==> config.mk <==
export PLATFORM = sky130hd
export DESIGN_NAME = aha_reset_sequencer_flat
export DESIGN_NICKNAME = d
export VERILOG_FILES = /design/src/rtl/aha_reset_sequencer_if.sv /design/src/rtl/aha_reset_sequencer.sv /design/src/flat_wrapper.sv
export SDC_FILE = /design/constraint.sdc
export NUM_CORES = 1
export LEC_CHECK = 0
export CAP_MARGIN = 40
export CORE_AREA = 4 4 79 74
export DETAILED_ROUTE_END_ITERATION = 16
export DIE_AREA = 0 0 83 78
export GPL_ROUTABILITY_DRIVEN = 0
export PLACE_DENSITY_LB_ADDON = 0.2
export SLEW_MARGIN = 20
export SYNTH_ARGS = -nofsm -noshare
export SYNTH_HDL_FRONTEND = slang
export SYNTH_SLANG_ARGS = --single-unit
==> constraint.sdc <==
create_clock -name clk -period 2.3 [get_ports clk]
set_input_delay 0.575 -clock clk [delete_from_list [all_inputs] [get_ports clk]]
set_output_delay 0.575 -clock clk [all_outputs]
set_load 0.01 [all_outputs]
==> src/rtl/aha_reset_sequencer_if.sv <==
// Interface: aha_reset_sequencer_if
// Groups the software-facing control signals and the per-domain REQ/ACK
// handshake of the reset sequencer. The slave modport is the sequencer and
// the master modport is its environment: register block plus reset generators.
// The abort signal exists only when AHA_RESET_SEQ_ABORT_EN is defined.
interface aha_reset_sequencer_if #(
  parameter int NUM_DOMAINS = 8
) ();
  logic                   start;
  logic [NUM_DOMAINS-1:0] mask;
  logic                   busy;
  logic                   done;
  logic                   timeout_err;
  logic [4:0]             err_domain;
  logic [NUM_DOMAINS-1:0] rst_req;
  logic [NUM_DOMAINS-1:0] rst_ack;
`ifdef AHA_RESET_SEQ_ABORT_EN
  logic                   abort;

  modport slave (
    input  start, mask, rst_ack, abort,
    output busy, done, timeout_err, err_domain, rst_req
  );

  modport master (
    output start, mask, rst_ack, abort,
    input  busy, done, timeout_err, err_domain, rst_req
  );
`else
  modport slave (
    input  start, mask, rst_ack,
    output busy, done, timeout_err, err_domain, rst_req
  );

  modport master (
    output start, mask, rst_ack,
    input  busy, done, timeout_err, err_domain, rst_req
  );
`endif
endinterface

==> src/rtl/aha_reset_sequencer.sv <==
// Module: aha_reset_sequencer
// Walks a captured domain mask in ascending index order and runs a 4-phase
// REQ/ACK handshake with each selected reset generator. Each handshake phase
// has a timeout; a timed-out domain is abandoned and the walk continues.
// Optional feature macro: AHA_RESET_SEQ_ABORT_EN adds an abort input that
// empties the remaining mask; the domain in flight still finishes its handshake.
module aha_reset_sequencer #(
  parameter int NUM_DOMAINS    = 8,
  parameter int TIMEOUT_CYCLES = 255,
  parameter int GAP_CYCLES     = 4
) (
  input  logic                    clk,
  input  logic                    rst,
  aha_reset_sequencer_if.slave    bus
);

  localparam int CNT_W    = $clog2(TIMEOUT_CYCLES + 1);
  localparam int GAP_W    = (GAP_CYCLES > 0) ? $clog2(GAP_CYCLES + 1) : 1;
  localparam int GAP_LAST = (GAP_CYCLES > 0) ? GAP_CYCLES - 1 : 0;

  localparam logic [CNT_W-1:0] CNT_LAST = CNT_W'(TIMEOUT_CYCLES - 1);
  localparam logic [CNT_W-1:0] CNT_MAX  = CNT_W'(TIMEOUT_CYCLES);
  localparam logic [GAP_W-1:0] GAP_END  = GAP_W'(GAP_LAST);

  typedef enum logic [2:0] {
    IDLE,
    SCAN,
    REQ_HI,
    ACK_LO,
    GAP,
    FINISH
  } state_t;

  state_t                 state_q, state_d;
  logic [NUM_DOMAINS-1:0] rem_q, rem_d;
  logic [NUM_DOMAINS-1:0] sel_q, sel_d;
  logic [NUM_DOMAINS-1:0] req_q, req_d;
  logic [CNT_W-1:0]       cnt_q, cnt_d;
  logic [GAP_W-1:0]       gap_q, gap_d;
  logic                   err_q, err_d;
  logic [4:0]             err_dom_q, err_dom_d;
  logic                   aborted_q, aborted_d;

  logic [NUM_DOMAINS-1:0] ack_meta, ack_sync;
  logic [NUM_DOMAINS-1:0] lowest;
  logic [4:0]             cur_idx;
  logic [CNT_W-1:0]       cnt_sat;
  logic                   ack_cur;
  logic                   cnt_expired;
  logic                   abort_in;

`ifdef AHA_RESET_SEQ_ABORT_EN
  assign abort_in = bus.abort;
`else
  assign abort_in = 1'b0;
`endif

  // Two-flop synchroniser for the asynchronous generator acknowledges
  always_ff @(posedge clk or posedge rst) begin
    if (rst) begin
      ack_meta <= '0;
      ack_sync <= '0;
    end else begin
      ack_meta <= bus.rst_ack;
      ack_sync <= ack_meta;
    end
  end

  // Isolate the lowest pending domain so the walk runs in ascending order
  always_comb begin
    lowest = '0;
    for (int i = NUM_DOMAINS - 1; i >= 0; i--) begin
      if (rem_q[i]) begin
        lowest    = '0;
        lowest[i] = 1'b1;
      end
    end
  end

  // Binary index of the domain in flight, reported on the first timeout
  always_comb begin
    cur_idx = '0;
    for (int i = 0; i < NUM_DOMAINS; i++) begin
      if (sel_q[i]) cur_idx = 5'(i);
    end
  end

  assign ack_cur     = |(ack_sync & sel_q);
  assign cnt_expired = (cnt_q == CNT_LAST);
  assign cnt_sat     = (cnt_q == CNT_MAX) ? cnt_q : cnt_q + CNT_W'(1);

  // Next-state and datapath decisions for the sequencing FSM
  always_comb begin
    state_d   = state_q;
    rem_d     = rem_q;
    sel_d     = sel_q;
    req_d     = req_q;
    cnt_d     = cnt_q;
    gap_d     = gap_q;
    err_d     = err_q;
    err_dom_d = err_dom_q;
    aborted_d = aborted_q;

    if (abort_in && (state_q != IDLE) && (state_q != FINISH)) begin
      rem_d     = '0;
      aborted_d = 1'b1;
    end

    case (state_q)
      IDLE: begin
        if (bus.start) begin
          rem_d     = bus.mask;
          sel_d     = '0;
          err_d     = 1'b0;
          err_dom_d = '0;
          aborted_d = 1'b0;
          state_d   = SCAN;
        end
      end

      SCAN: begin
        if (aborted_d || (rem_q == '0)) begin
          state_d = FINISH;
        end else begin
          sel_d   = lowest;
          rem_d   = rem_q & ~lowest;
          req_d   = lowest;
          cnt_d   = '0;
          state_d = REQ_HI;
        end
      end

      REQ_HI: begin
        cnt_d = cnt_sat;
        if (ack_cur || cnt_expired) begin
          if (!ack_cur) begin
            err_d = 1'b1;
            if (!err_q) err_dom_d = cur_idx;
          end
          req_d   = '0;
          cnt_d   = '0;
          state_d = ACK_LO;
        end
      end

      ACK_LO: begin
        cnt_d = cnt_sat;
        if (!ack_cur || cnt_expired) begin
          if (ack_cur) begin
            err_d = 1'b1;
            if (!err_q) err_dom_d = cur_idx;
          end
          gap_d = '0;
          if (aborted_d) begin
            state_d = FINISH;
          end else if (GAP_CYCLES == 0) begin
            state_d = SCAN;
          end else begin
            state_d = GAP;
          end
        end
      end

      GAP: begin
        gap_d = gap_q + GAP_W'(1);
        if (aborted_d) begin
          state_d = FINISH;
        end else if (gap_q == GAP_END) begin
          state_d = SCAN;
        end
      end

      FINISH: begin
        state_d = IDLE;
      end

      default: begin
        state_d = IDLE;
      end
    endcase
  end

  // State and datapath registers; reset drops every request immediately
  always_ff @(posedge clk or posedge rst) begin
    if (rst) begin
      state_q   <= IDLE;
      rem_q     <= '0;
      sel_q     <= '0;
      req_q     <= '0;
      cnt_q     <= '0;
      gap_q     <= '0;
      err_q     <= 1'b0;
      err_dom_q <= '0;
      aborted_q <= 1'b0;
    end else begin
      state_q   <= state_d;
      rem_q     <= rem_d;
      sel_q     <= sel_d;
      req_q     <= req_d;
      cnt_q     <= cnt_d;
      gap_q     <= gap_d;
      err_q     <= err_d;
      err_dom_q <= err_dom_d;
      aborted_q <= aborted_d;
    end
  end

  assign bus.busy        = (state_q == SCAN) || (state_q == REQ_HI) ||
                           (state_q == ACK_LO) || (state_q == GAP);
  assign bus.done        = (state_q == FINISH);
  assign bus.timeout_err = err_q;
  assign bus.err_domain  = err_dom_q;
  assign bus.rst_req     = req_q;

endmodule

==> src/flat_wrapper.sv <==
// flat-port wrapper written by rule: the top's interface ports become plain ports
module aha_reset_sequencer_flat 
#(
  parameter int NUM_DOMAINS    = 8,
  parameter int TIMEOUT_CYCLES = 255,
  parameter int GAP_CYCLES     = 4
)
  (clk, rst, bus_start, bus_mask, bus_rst_ack, bus_busy, bus_done, bus_timeout_err, bus_err_domain, bus_rst_req);
  aha_reset_sequencer_if #(.NUM_DOMAINS(NUM_DOMAINS)) bus_i ();
  input  logic clk;
  input  logic rst;
  input wire logic [$bits(bus_i.start)-1:0] bus_start;
  input wire logic [$bits(bus_i.mask)-1:0] bus_mask;
  input wire logic [$bits(bus_i.rst_ack)-1:0] bus_rst_ack;
  output wire logic [$bits(bus_i.busy)-1:0] bus_busy;
  output wire logic [$bits(bus_i.done)-1:0] bus_done;
  output wire logic [$bits(bus_i.timeout_err)-1:0] bus_timeout_err;
  output wire logic [$bits(bus_i.err_domain)-1:0] bus_err_domain;
  output wire logic [$bits(bus_i.rst_req)-1:0] bus_rst_req;
  assign bus_i.start = bus_start;
  assign bus_i.mask = bus_mask;
  assign bus_i.rst_ack = bus_rst_ack;
  assign bus_busy = bus_i.busy;
  assign bus_done = bus_i.done;
  assign bus_timeout_err = bus_i.timeout_err;
  assign bus_err_domain = bus_i.err_domain;
  assign bus_rst_req = bus_i.rst_req;
  aha_reset_sequencer #(.NUM_DOMAINS(NUM_DOMAINS), .TIMEOUT_CYCLES(TIMEOUT_CYCLES), .GAP_CYCLES(GAP_CYCLES)) u_core (.clk(clk), .rst(rst), .bus(bus_i));
endmodule
==> results of run 1 <==
[repair_timing]
action                     CTS  global route
resized for setup            0             1
hold buffers                 0             0
setup endpoints to repair    0             2
buffers inserted             0             0
[layout make-up]
cell class              instances  area (um^2)  area share, %
flip-flops and latches         58         1450           44.9
multi-input cells             167         1080           33.5
well taps                      67         83.8           2.59
clock buffers                  11          151           4.68
clock inverters                 5         52.6           1.62
repair buffers                 39          385           11.9
inverters                       7         26.3          0.812
[Yosys cell counts (all sizes together) (2+ instances only)]
library cell	number	area share, %
or3	2	0.48
a21o	8	2.3
and2	3	0.71
or2	3	0.71
inv	7	1.0
a41oi	2	0.95
o31ai	4	2.2
a21oi	11	2.2
a22o	5	1.7
a22oi	4	1.5
dfrtp	58	55
buf	8	2.4
nor3	11	2.7
nor4	4	1.8
ha	4	1.9
xnor2	3	1.0
nor2	17	2.4
clkbuf	3	0.43
nand2	33	4.7
and3	4	1.1
o21ai	15	2.9
nand3	7	1.3
nand2b	2	0.48
mux2i	5	1.9
[power by group through the flow]
stage / logic [mW] / clock network [mW] / registers [mW]
after floorplan: 1.07 / 0 / 1.45
after global placement: 1.45 / 0 / 1.49
after detailed placement: 1.46 / 0 / 1.49
after CTS: 1.47 / 0.971 / 1.48
after global routing: 1.63 / 1.03 / 1.52
final: 1.46 / 0.938 / 1.48
[layout by cell type (no fill, tap or decap), types with 2 or more instances in the layout]
master / count
xnor2_1: 3
inv_1: 6
nor3_2: 3
nand2_1: 33
ha_1: 4
mux2i_1: 5
nor2_1: 17
nor3_1: 8
a22oi_2: 2
a22oi_1: 2
clkinv_2: 3
nand3_1: 7
or3_1: 2
or2_2: 2
nor4_1: 2
dfrtp_1: 57
clkdlybuf4s50_1: 32
buf_4: 6
o31ai_4: 2
conb_1: 2
and2_1: 3
nand2b_1: 2
a21o_1: 8
clkbuf_8: 11
and3_1: 3
a22o_1: 5
o21ai_0: 15
a21oi_1: 10
o31ai_1: 2
[worst max path at each step]
stage / cells past startpoint / slack [ns] / to / start
after floorplan: 1 / 0.30 / u_core.ack_meta[0] / rst
after global placement: 4 / 0.24 / u_core.rem_q[0] / bus_start
after detailed placement: 4 / 0.23 / u_core.rem_q[0] / bus_start
after global routing: 3 / 0.08 / bus_busy / u_core.state_q[0]
final: 3 / 0.16 / bus_busy / u_core.state_q[0]
after CTS: 3 / 0.06 / bus_done / u_core.state_q[2]
[flip-flops by register name (all words and copies together), names as in the netlist]
signal and flops:
u_core.state_q 3, u_core.rem_q 8, u_core.cnt_q 8, u_core.gap_q 3, u_core.bus.err_domain 3, u_core.sel_q 8, u_core.ack_sync 8, u_core.bus.rst_req 8
u_core.bus.timeout_err 1, u_core.ack_meta 8
[cells by family after synthesis]
kind of cell             share of synthesized area (%)
AO/OA/AOI/OAI                                     17.5
XOR/XNOR                                         0.999
adder cells (fa/ha/maj)                           1.90
buffers and inverters                             3.80
flip-flops                                        55.2
multiplexers                                      1.90
other                                            0.143
AND/OR/NAND/NOR                                   18.6
[stage by stage]
stage / area, um^2 / total power, mW / worst slack [ns]
after floorplan: 2640 / 2.52 / 0.297
after global placement: 3030 / 2.94 / 0.239
after detailed placement: 3030 / 2.96 / 0.229
after CTS: 3230 / 3.92 / 0.0578
after global routing: 3240 / 4.18 / 0.0758
final: 3240 / 3.88 / 0.165
[per-layer routing]
metal  share of wire [%]  track usage (%)  vias up
met2                  48             28.3       53
met5                   0                0        -
li1                    -                -      947
met3                 5.6             7.96        6
met1                  45             22.1      932
met4                0.80             4.90        0
==> impl_metrics.yaml, run 1 <==
outcome:
  outcome: "finished, final reports clean"
route:
  drtIter0Drc: 127
  drtPass1Iterations: 5
  routed_wirelength_um: 5120
  drc: 0
  antenna_left: 0
  vias: 1938
  wl_per_cell_um: 14.5
  avgViaCountPerCell: 5.47
die:
  core-area_um2: 5070
  die_height_um: 78
  rows: 25
  die_w_um: 83
  io_pins: 35
  dieArea_um2: 6470
  initial_utilization_pct: 51.9
critical_path:
  endpoint_kind: "output pin"
  cp_cell_sequence: "nor2_1, xnor2_1, clkdlybuf4s50_1"
  r2r_start: "u_core.rem_q[7]"
  r2r_slack_ns: 0.40
  crit_family: "buffers and inverters"
  r2r_cells: 5
  arrival_ns: 1.56
  criticalPathCategory: "flop to output pin"
  critPathLaunchType: "flop"
  critPathRequiredTime_ns: 1.73
  max_stage_delay_ns: 0.54
  critPathBufInv: 1
  r2r-end: "u_core.bus.rst_req[4]"
  crit_slowest_cell: "clkdlybuf4s50_1"
  cp_max_fo: 2
global_route:
  gr-total-overflow: 0
  antenna_found_initial: 0
  grt_pass1_wl_um: 8980
  first_global_vias: 1905
  grt_max_degree: 59
  grt.total_usage_pct: 17.8
sta:
  max_freq_mhz: 468
  slew_viol_final: 0
  tns_ns: 0
  clock_skew_ns: 0.00777
  fin_crit_sh_pct: 92.8
  min_period_ns: 2.14
  grt_setup_unrepaired: "no"
  hold_viol: 0
  worst_hold_slack_ns: 0.344
  setup_viol: 0
logic_synthesis:
  yosys_warnings: 0
  synthCells: 242
  synth-edff-count: 0
  synth.distinct_cells: 55
  synth-seq-cells: 58
  synth_area_um2: 2630
  ys_seq_area_share_pct: 55.2
  synthArstFlopShare_pct: 100
  avgSynthCellArea_um2: 10.9
  ys.flop_type: "dfrtp_1"
layout:
  area_growth_pct: 23.0
  nFillCells: 439
  final_util_pct: 63.9
  final_cells: 354
  drive_gt1_share_pct: 14.3
  nNetsFinal: 305
  diodes: 0
clock_network:
  cts.path.max_buffers: 2
  clkTransAtPathRegs_ns: 0.06
  htreeDepth: 3
  tritoncts: "yes"
  cts_root_buf: "clkbuf_8"
  clkLatencyLatePin_ns: 0.33
  cts_sinks: 58
  cts_buffers: 9
power:
  power_frac_seq_pct: 38.2
  swShare_pct: 36.9
  power.internal_mw: 2.45
  power_frac_clock_pct: 24.2
  p_sw_mw: 1.43
  combPwrFrac_pct: 37.6
  ir_drop_mv: 0.633
  power-per-cell-area_nw_per_um2: 1200
  power_leakage_nw: 1.44
worst_hold_path:
  hold_path_class: "flop to flop"
  worstHoldStart: "u_core.ack_meta[6]"
  whs_endpoint: "u_core.ack_sync[6]"
  hold_depth: 0
place:
  portBuffers: 32
  post-dp-hpwl_um: 3540
  placed_cells: 338
flow_run:
  maxCapViolCount: 0
No activity file was read; power rests on OpenSTA's default activity.
==> inputs of run 2 (changes only) <==
--- a/config.mk
+++ b/config.mk
@@ -6,9 +6,9 @@
 export NUM_CORES = 1
 export LEC_CHECK = 0
 export CAP_MARGIN = 40
-export CORE_AREA = 4 4 79 74
+export CORE_AREA = 2 2 82 68
 export DETAILED_ROUTE_END_ITERATION = 16
-export DIE_AREA = 0 0 83 78
+export DIE_AREA = 0 0 84 70
 export GPL_ROUTABILITY_DRIVEN = 0
 export PLACE_DENSITY_LB_ADDON = 0.2
 export SLEW_MARGIN = 20
==> run 2 against run 1 <==
- worst setup slack gained 0.0044 ns
- register-to-register slack lost 0.03 ns
- hold slack gained 0.0057 ns
- clock power grew 8%
- largest power group is now combinational logic
- critical path depth is the same
- clock-buffer cell count shrank 1
- non-clock buffer count grew 1
- wire length grew 4.6%
- die area shrank 9.2%
- final area grew 0.27%
==> impl_metrics.yaml, run 2 (synthesis gave the netlist of run 1 again) <==
outcome:
  outcome: "finished, final reports clean"
flow_run:
  maxCapViolCount: 0
layout:
  final_util_pct: 62.5
  diodes: 0
  multiInputGateArea_um2: 1080
  fin_area_um2: 3240
  final_cell_mix: "dfrtp_1, nand2_1, clkdlybuf4s50_1"
  nNetsFinal: 306
  register_area_um2: 1450
  nFillCells: 433
  final_cells: 352
  area_growth_pct: 23.3
  layout_commonest_cell: "dfrtp_1"
  drive_gt1_share_pct: 13.9
critical_path:
  crit_slowest_cell: "clkdlybuf4s50_1"
  max_stage_delay_ns: 0.54
  cp_cell_sequence: "nor2_1, xnor2_1, clkdlybuf4s50_1"
  endpoint_kind: "output pin"
  arrival_ns: 1.56
  criticalPathCategory: "flop to output pin"
  r2r_cells: 5
  cp_max_fo: 2
  critPathLaunchType: "flop"
  critPathRequiredTime_ns: 1.73
place:
  post_dp_cell_area_um2: 3040
  portBuffers: 32
  placed_cells: 337
  place_ws_ns: 0.219
  post-dp-hpwl_um: 3740
route:
  avgViaCountPerCell: 5.60
  antenna_left: 0
  vias: 1972
  wl_per_cell_um: 15.2
  routed_wirelength_um: 5350
  drtPass1Iterations: 4
  drc: 0
  drtIter0Drc: 136
die:
  core-area_um2: 5190
  initial_utilization_pct: 50.7
  rows: 24
  io_pins: 35
  dieArea_um2: 5880
  die_height_um: 70
  die_w_um: 84
global_route:
  grt.total_usage_pct: 20.3
  first_global_vias: 1951
  busiest_layer: "met2"
  use_met1_pct: 27.8
  antenna_found_initial: 0
  met2_usage_pct: 30.0
  grt_max_degree: 59
  gr-usage-met3_pct: 5.20
  gr-total-overflow: 0
  grt_pass1_wl_um: 9280
sta:
  max_freq_mhz: 469
  max_slew_margin_pct: 65.2
  hold_viol: 0
  slew_viol_final: 0
  finalWorstSetupSlack_ns: 0.169
  min_period_ns: 2.13
  worst_hold_slack_ns: 0.350
  setup_viol: 0
  tightest_slew_ns: 0.519
  clock_skew_ns: 0.00867
  fin_crit_sh_pct: 92.7
  grt_setup_unrepaired: "no"
  tns_ns: 0
power:
  power_leakage_nw: 1.44
  power.internal_mw: 2.51
  p_sw_mw: 1.46
  combPwrFrac_pct: 37.7
  power_mw: 3.97
  power-per-cell-area_nw_per_um2: 1220
  power_frac_clock_pct: 25.3
  power_frac_seq_pct: 37.0
  ir_drop_mv: 0.708
  swShare_pct: 36.8
clock_network:
  htreeDepth: 3
  post_cts_buffers: 0
  cts.path.max_buffers: 2
  clkTransAtPathRegs_ns: 0.06
  tritoncts: "yes"
  cts_sinks: 58
  cts_buffers: 9
  clkLatencyLatePin_ns: 0.34
  cts_root_buf: "clkbuf_8"
worst_hold_path:
  hold_depth: 0
  hold_path_class: "flop to flop"
==> run 2: worst max-delay path: cells and delay by family, from the launching register on <==
family,cells,cell delay [ns]
flip-flops,1,0.37
XOR/XNOR,1,0.13
AND/OR/NAND/NOR,1,0.17
buffers and inverters,1,0.54
==> run 2: path summary, 6_finish.rpt <==
check / endpoint / slack [ns] / from
min in group asynchronous: u_core.cnt_q[4] / 0.61 / rst
min reg2reg: u_core.ack_sync[1] / 0.35 / u_core.ack_meta[1]
max: bus_busy / 0.17 / u_core.state_q[0]
min: u_core.ack_sync[1] / 0.35 / u_core.ack_meta[1]
max reg2reg: u_core.bus.rst_req[4] / 0.37 / u_core.rem_q[3]
max in group asynchronous: u_core.state_q[2] / 1.43 / rst
==> run 2: power by group through the flow <==
stage / Combinational, mW / Clock, mW / Sequential (mW)
4_1_cts: 1.51 / 1.03 / 1.47
3_5_place_dp: 1.50 / 0 / 1.48
5_1_grt: 1.66 / 1.09 / 1.50
2_1_floorplan: 1.07 / 0 / 1.45
3_3_place_gp: 1.48 / 0 / 1.48
6_report: 1.50 / 1.01 / 1.47
==> run 2: final cells by class <==
| class | count | share of cell area [%] |
|---|---|---|
| Sequential cell | 58 | 44.8 |
| Multi-Input combinational cell | 167 | 33.4 |
| Timing Repair Buffer | 40 | 12.1 |
| Clock buffer | 10 | 3.93 |
| Tap cell | 65 | 2.51 |
| Clock inverter | 5 | 2.47 |
| Inverter | 7 | 0.810 |
==> run 2: routing by layer <==
layer,up-vias,part of all wire (%)
met5,-,0
met4,0,2.5
met3,14,3.6
met2,43,47
met1,972,47
li1,943,-
==> run 2: what timing repair did <==
| item | 4_1_cts | 5_1_grt |
|---|---|---|
| setup endpoints to repair | 0 | 2 |
| hold buffers | 0 | 0 |
| hold endpoints to repair | 0 | 0 |
| gates resized for setup | 0 | 1 |
